### src/rtl/lcd_stream_pkg.sv
// Shared definitions for the LCD data-path stream adapters.
// Provides the default symbol width, empty-field sizing and MSB-first symbol selection.
package lcd_stream_pkg;

  localparam int SYMBOL_WIDTH_DEFAULT = 8;
  localparam int MAX_BEAT_WIDTH       = 256;
  localparam int MAX_SYMBOL_WIDTH     = 32;

  // A single-symbol stream still needs a 1-bit empty field to keep port widths legal.
  function automatic int empty_width(input int symbols);
    return (symbols <= 1) ? 1 : $clog2(symbols);
  endfunction

  function automatic logic [MAX_SYMBOL_WIDTH-1:0] select_symbol(
    input logic [MAX_BEAT_WIDTH-1:0] data,
    input int                        idx,
    input int                        symbols,
    input int                        symbol_width
  );
    int shift;
    shift = (symbols - 1 - idx) * symbol_width;
    return MAX_SYMBOL_WIDTH'(data >> shift);
  endfunction

endpackage

### src/rtl/lcd_data_width_unpacker.sv
// Avalon-ST narrowing adapter: splits multi-symbol beats into one symbol per output beat,
// honouring the empty field on end-of-packet beats and preserving packet framing.
module lcd_data_width_unpacker
  import lcd_stream_pkg::*;
#(
  parameter int SYMBOL_WIDTH = SYMBOL_WIDTH_DEFAULT,
  parameter int SYMBOLS_IN   = 2,
  parameter int EMPTY_WIDTH  = empty_width(SYMBOLS_IN)
) (
  input  logic                             clk,
  input  logic                             reset,
  output logic                             in_ready,
  input  logic                             in_valid,
  input  logic [SYMBOL_WIDTH*SYMBOLS_IN-1:0] in_data,
  input  logic                             in_startofpacket,
  input  logic                             in_endofpacket,
  input  logic [EMPTY_WIDTH-1:0]           in_empty,
  input  logic                             out_ready,
  output logic                             out_valid,
  output logic [SYMBOL_WIDTH-1:0]          out_data,
  output logic                             out_startofpacket,
  output logic                             out_endofpacket
);

  localparam int BEAT_WIDTH = SYMBOL_WIDTH * SYMBOLS_IN;
  localparam logic [EMPTY_WIDTH-1:0] LAST_FULL = EMPTY_WIDTH'(SYMBOLS_IN - 1);

  logic [BEAT_WIDTH-1:0]  hold_data;
  logic                   hold_sop;
  logic                   hold_eop;
  logic [EMPTY_WIDTH-1:0] hold_empty;
  logic                   hold_valid;
  logic [EMPTY_WIDTH-1:0] idx;

  logic [EMPTY_WIDTH-1:0] last_idx;
  logic                   at_last;
  logic                   capture;
  logic                   advance;

  always_comb begin
    last_idx = hold_eop ? (LAST_FULL - hold_empty) : LAST_FULL;
    at_last  = (idx == last_idx);
  end

  // Releasing the last symbol and accepting the next beat happen on the same edge,
  // which is what keeps the output stream bubble-free.
  assign in_ready = !reset && (!hold_valid || (out_ready && at_last));
  assign capture  = in_valid && in_ready;
  assign advance  = hold_valid && out_ready;

  always_ff @(posedge clk) begin
    if (reset) begin
      hold_data  <= '0;
      hold_sop   <= 1'b0;
      hold_eop   <= 1'b0;
      hold_empty <= '0;
      hold_valid <= 1'b0;
      idx        <= '0;
    end else if (capture) begin
      hold_data  <= in_data;
      hold_sop   <= in_startofpacket;
      hold_eop   <= in_endofpacket;
      hold_empty <= in_endofpacket ? in_empty : '0;
      hold_valid <= 1'b1;
      idx        <= '0;
    end else if (advance) begin
      if (at_last) begin
        hold_valid <= 1'b0;
      end else begin
        idx <= idx + EMPTY_WIDTH'(1);
      end
    end
  end

  always_comb begin
    out_valid         = hold_valid;
    out_data          = SYMBOL_WIDTH'(select_symbol(MAX_BEAT_WIDTH'(hold_data), int'(idx),
                                                    SYMBOLS_IN, SYMBOL_WIDTH));
    out_startofpacket = hold_sop && (idx == '0);
    out_endofpacket   = hold_eop && at_last;
  end

endmodule

### config.mk
export PLATFORM = sky130hd
export DESIGN_NAME = lcd_data_width_unpacker
export DESIGN_NICKNAME = d
export VERILOG_FILES = /design/src/rtl/lcd_stream_pkg.sv /design/src/rtl/lcd_data_width_unpacker.sv
export SDC_FILE = /design/constraint.sdc
export NUM_CORES = 1
export LEC_CHECK = 0
export ABC_AREA = 0
export CORE_AREA = 5 5 54 56
export CTS_BUF_LIST = sky130_fd_sc_hd__clkbuf_8
export CTS_CLUSTER_SIZE = 25
export DETAILED_ROUTE_END_ITERATION = 10
export DIE_AREA = 0 0 59 61
export PLACE_DENSITY = 0.83
export SKIP_CTS_REPAIR_TIMING = 1
export SLEW_MARGIN = 10
export SYNTH_ARGS = -nofsm -noshare
export SYNTH_HDL_FRONTEND = slang
export SYNTH_SLANG_ARGS = --single-unit
### constraint.sdc
create_clock -name clk -period 3.39 [get_ports clk]
set_clock_uncertainty 0.05 [all_clocks]
set_input_delay 0.5085 -clock clk [delete_from_list [all_inputs] [get_ports clk]]
set_output_delay 0.5085 -clock clk [all_outputs]
set_load 0.05 [all_outputs]
==> run metrics, run 1 <==
fin cells 173; share of cells above drive strength 1 0.112; Core Util, Final 0.638; first-pass GRT wire length 4050 um; drt total wl 2490 um; worst path required time 2.83 ns; Port-buffer cells 34; compound-gate portion of the synthesized area 0.311; Min-Delay Path Class flop to flop; Via Count 930; post-synthesis cell type count 25; setup TNS 0 ns; die area 3600 um2; DP Wirelength 1730 um; fin crit share 0.794; VDD IR max 0.306 mV; Max-cap violations 0; XOR/XNOR share of the synthesized area 0.0152; final max-slew violation count 0; status completed; power share of the clock group 0.274; critical path class flop to output pin; met2 usage 0.259; Flop pwr share 0.476; Die Width 59 um; syn nets 138; initial antenna violation count 0; largest family of logic cells by synthesized area compound AO/OA/AOI/OAI gates; initial core utilization 0.482; Clock Latency Late Sink 0.26 ns; crit path capture type output pin; Leak 0.000761 uW; worst-margin pin slew 1.08 ns; 1st-iter DRT viols 20; Die Ht 61 um; area of the mapped netlist 1150 um2; vias in the first global route 927; post-detailed-route count of antenna-violating nets 0; RSZ-0062 raised after global routing no; Comb power frac 0.250; largest net degree at the start of global routing 40; Sink Count 21; slowest cell on the critical path clkdlybuf4s50_1; synthesis-to-finish area growth 32.3%; CP Max Fanout 16; Nets 167; crit-path max cell delay 0.79 ns; crit path DAT 2.13 ns; yosys warns 0; final setup fails 0; CTS H-tree lvls 1; CTS tree yes; crit-path cells xor2_1 -> and2_1 -> clkdlybuf4s50_1; CP startpoint kind flop; ant diodes 0; GR Util met1 0.165; adder-cell area share of the yosys netlist 0; routed length per instance 14.4 um; Synth Area in Simple Gates 0.164; busiest grt layer met2; DP Cell Count 169; clk buf depth 2; Seq/Total Area, Yosys 0.365; Sw Ratio 0.276; P_int 415 uW; I/O Pins 35; Switch Pwr 159 uW; Core Area 2390 um2; Via density 5.38; GRT met3 Usage 0.0468; Mapped Cells 115; Power Density 377 nW/um2; gr ovfl total 0; Mapped Avg Cell Area 10.0 um2; max_slew headroom 0.279; clk root buf clkbuf_8; drt drc 0; FF+latch count, synth 21; fmax 0.372 GHz; Pre-antenna DRT Iters 4; Worst-path clk slew 0.07 ns; R2R setup slack 1.42 ns; fraction of synthesized area in multiplexers 0.0783; gpl congestion 0.821; total track usage 0.148; Filler Cell Count 225; Hold Vio Cnt, Final 0; Site Rows 18; total CTS buffers 3; fin crit period 2.69 ns
-- routing by layer --
layer / vias up / share of wire
met5: - / 0
met4: 0 / 0.0072
met3: 2 / 0.059
met2: 28 / 0.50
met1: 432 / 0.44
li1: 468 / -
-- area by class of cell --
class | instances | area, um2 | share of cell area
Clock buffer | 3 | 41.3 | 0.0271
Clock inverter | 1 | 3.75 | 0.00247
Inverter | 2 | 7.51 | 0.00493
Multi-Input combinational cell | 81 | 654 | 0.430
Sequential cell | 21 | 420 | 0.276
Tap cell | 30 | 37.5 | 0.0247
Timing Repair Buffer | 35 | 358 | 0.235
-- synth_stat cells, drive strengths merged --
cell | number | area, um2
dfxtp | 21 | 420
o21ai | 1 | 5.00
and4b | 1 | 10.0
a31o | 1 | 8.76
nand4b | 1 | 8.76
nand2 | 2 | 7.51
xor2 | 2 | 17.5
and3 | 17 | 106
inv | 2 | 7.51
o21ba | 17 | 170
nor2b | 3 | 18.8
a32o | 1 | 10.0
nor3b | 1 | 7.51
nand3 | 3 | 15.0
a21boi | 17 | 128
buf | 5 | 46.3
clkbuf | 6 | 22.5
o211ai | 1 | 21.3
mux2 | 8 | 90.1
a21oi | 3 | 15.0
and2 | 2 | 15.0
-- registers in the layout, indices dropped and copies added, names as in the netlist --
signal and count:
hold_data 16, hold_sop 1, idx 1, out_valid 1
hold_eop 1, hold_empty 1
-- power by group through the flow --
stage | registers (uW) | logic (uW) | clock network (uW)
detailed placement | 279 | 144 | 0
CTS | 273 | 145 | 163
global route | 275 | 153 | 178
finish | 273 | 144 | 157
global placement | 278 | 142 | 0
floorplan | 276 | 95.5 | 0
-- layout by cell type, fill, tap and decap left out, types with 2 or more instances in the layout --
| cell | Yosys | layout |
|---|---|---|
| nand2_1 | 2 | 2 |
| o21ba_1 | 17 | 17 |
| a21boi_1 | 9 | 9 |
| clkbuf_8 | 0 | 3 |
| nand3_1 | 3 | 3 |
| nor2b_1 | 3 | 3 |
| dfxtp_1 | 21 | 21 |
| and3_1 | 17 | 17 |
| xor2_1 | 2 | 2 |
| inv_1 | 2 | 3 |
| mux2_2 | 8 | 8 |
| a21oi_1 | 3 | 3 |
| a21boi_0 | 8 | 8 |
| clkdlybuf4s50_1 | 0 | 33 |
-- worst max-delay path: cells and delay by family (launching register included) --
family	cells	cell delay, ns
buffers and inverters	1	0.79
flip-flops	1	0.72
XOR/XNOR	1	0.22
AND/OR/NAND/NOR	1	0.14
-- cell families after synthesis --
kind of cell / after synthesis
xor gates and xnor gates: 2
DFF: 21
muxes: 8
AOI/OAI and AO/OA: 41
and+or+nand+nor: 30
buffers and inverters: 13
-- metrics by stage --
| step | cell area (um2) | hold WS, ns | power, uW | setup slack [ns] |
|---|---|---|---|---|
| 2_1_floorplan | 1150 | 0.483 | 371 | 1.10 |
| 3_3_place_gp | 1480 | 0.513 | 419 | 0.998 |
| 3_5_place_dp | 1480 | 0.528 | 423 | 0.972 |
| 4_1_cts | 1520 | 0.545 | 581 | 0.679 |
| 5_1_grt | 1520 | 0.566 | 606 | 0.618 |
| 6_report | 1520 | 0.552 | 574 | 0.699 |
-- final timing paths --
| check | start | to | cells past startpoint |
|---|---|---|---|
| worst max-delay path | idx$_SDFFE_PP0P_ | out_endofpacket | 3 |
| worst min-delay path | out_valid$_SDFFE_PP0P_ | idx$_SDFFE_PP0P_ | 2 |
| worst max register to register | idx$_SDFFE_PP0P_ | hold_data[14]$_SDFFE_PP0P_ | 5 |
| worst min register to register | out_valid$_SDFFE_PP0P_ | idx$_SDFFE_PP0P_ | 2 |
No activity file was read; power rests on OpenSTA's default activity.
==> run 2, diff against run 1 <==
--- a/config.mk
+++ b/config.mk
@@ -6,12 +6,12 @@
 export NUM_CORES = 1
 export LEC_CHECK = 0
 export ABC_AREA = 0
-export CORE_AREA = 5 5 54 56
+export CORE_AREA = 5 5 58 60
 export CTS_BUF_LIST = sky130_fd_sc_hd__clkbuf_8
 export CTS_CLUSTER_SIZE = 25
 export DETAILED_ROUTE_END_ITERATION = 10
-export DIE_AREA = 0 0 59 61
-export PLACE_DENSITY = 0.83
+export DIE_AREA = 0 0 63 65
+export PLACE_DENSITY = 0.75
 export SKIP_CTS_REPAIR_TIMING = 1
 export SLEW_MARGIN = 10
 export SYNTH_ARGS = -nofsm -noshare
==> constraint.sdc (replaced) <==
create_clock -name clk -period 2.3 [get_ports clk]
set_clock_uncertainty 0.05 [all_clocks]
set_input_delay 0.345 -clock clk [delete_from_list [all_inputs] [get_ports clk]]
set_output_delay 0.345 -clock clk [all_outputs]
set_load 0.05 [all_outputs]
==> run 2 against run 1 <==
Compared with the run above: first-iteration DRC count is 55% higher; sequential power is 45% higher; critical endpoint is now in_ready; largest power group unchanged; global-route usage is 1.6 points lower.
==> run metrics, run 2 (synthesis results as in run 1) <==
RSZ-0062 raised after global routing no; GRT met3 Usage 0.0381; initial core utilization 0.400; first-pass GRT wire length 4440 um; share of cells above drive strength 1 0.199; Switch Pwr 239 uW; VDD IR max 0.427 mV; gpl congestion 0.786; CP startpoint kind input pin; Sw Ratio 0.280; Clock Latency Late Sink 0.26 ns; clk root buf clkbuf_8; gr ovfl total 0; total track usage 0.132; P_int 614 uW; most common cell after layout, fill and taps aside clkdlybuf4s50_1; Flop pwr share 0.466; drt drc 0; Leak 0.000793 uW; GR Util met1 0.155; CP Max Fanout 6; Die Ht 65 um; post-detailed-route count of antenna-violating nets 0; final max-slew violation count 0; fin crit period 2.07 ns; drt total wl 2490 um; Worst-path clk slew 0.08 ns; post-place setup slack 0.221 ns; Via Count 900; initial antenna violation count 0; final hold slack 0.535 ns; routed length per instance 13.9 um; worst path required time 1.90 ns; clk buf depth 2; fin crit share 0.899; power share of the clock group 0.279; R2R setup slack 0.60 ns; fmax 0.484 GHz; die area 4100 um2; largest net degree at the start of global routing 40; max FFs per register 16; Power Density 554 nW/um2; total CTS buffers 3; Core Util, Final 0.535; Nets 170; Die Width 63 um; Max-cap violations 0; Via density 5.03; ant diodes 0; Comb power frac 0.255; Reg with most FFs hold_data; crit path capture type output pin; Sink Count 21; final setup fails 0; Port-buffer cells 34; Final WS setup 0.232 ns; crit path DAT 1.67 ns; status completed; highest-count cells in the layout ignoring fill and taps clkdlybuf4s50_1 (24), dfxtp_1 (21), and3_1 (17), o21ba_1 (17), buf_4 (12); busiest grt layer met2; I/O Pins 35; Hold Vio Cnt, Final 0; worst-margin pin slew 0.498 ns; WHS Path Cells 2; met2 usage 0.227; Site Rows 20; Min-Delay Path Class flop to flop; synthesis-to-finish area growth 33.8%; CTS tree yes; setup TNS 0 ns; Core Area 2880 um2; CTS H-tree lvls 1; max_slew headroom 0.667; Final Total Pwr 853 uW; Pre-antenna DRT Iters 2; vias in the first global route 1,002; 1st-iter DRT viols 31; DP Wirelength 1760 um; critical path class input pin to output pin; FF-to-FF path depth 6
-- run 2: cell count changes in the layout (fill, tap and decap cells not counted) --
| cell | delta |
|---|---|
| clkdlybuf4s50_1 | -9 |
| inv_1 | -1 |
| buf_12 | +1 |
| clkinv_2 | +1 |
| buf_4 | +11 |
-- run 2: area by class of cell --
cell class	instances	area [um2]
Fill cell	271	1340
Multi-Input combinational cell	81	654
Sequential cell	21	420
Timing Repair Buffer	38	370
Clock buffer	3	41.3
Tap cell	33	41.3
Inverter	2	7.51
Clock inverter	1	5.00
-- run 2: critical path, cell delays in order --
cell	delay, ns
clkdlybuf4s50_1	0.57
nand4b_1	0.19
o211ai_4	0.13
nor2b_1	0.26
buf_12	0.17
-- run 2: power groups by stage --
stage          combinational, uW  sequential [uW]  clock, uW
2_1_floorplan                141              406          0
3_3_place_gp                 215              404          0
3_5_place_dp                 219              406          0
4_1_cts                      220              397        247
5_1_grt                      235              400        266
6_report                     218              397        238
-- run 2: worst paths after layout --
| path | start | end |
|---|---|---|
| setup / recovery | out_ready | in_ready |
| setup reg to reg | idx$_SDFFE_PP0P_ | hold_data[0]$_SDFFE_PP0P_ |
| hold / removal | out_valid$_SDFFE_PP0P_ | idx$_SDFFE_PP0P_ |
| hold reg to reg | out_valid$_SDFFE_PP0P_ | idx$_SDFFE_PP0P_ |
-- run 2: stage by stage --
stage | std cells | instance area, um2
3_3_place_gp | 175 | 1490
4_1_cts | 179 | 1540
6_report | 179 | 1540
3_5_place_dp | 175 | 1490
5_1_grt | 179 | 1540
2_1_floorplan | 115 | 1150
-- run 2: layer usage --
metal | vias up | part of all wire
li1 | 476 | -
met1 | 402 | 0.47
met2 | 20 | 0.47
met3 | 2 | 0.054
met4 | 0 | 0.0048
met5 | - | 0
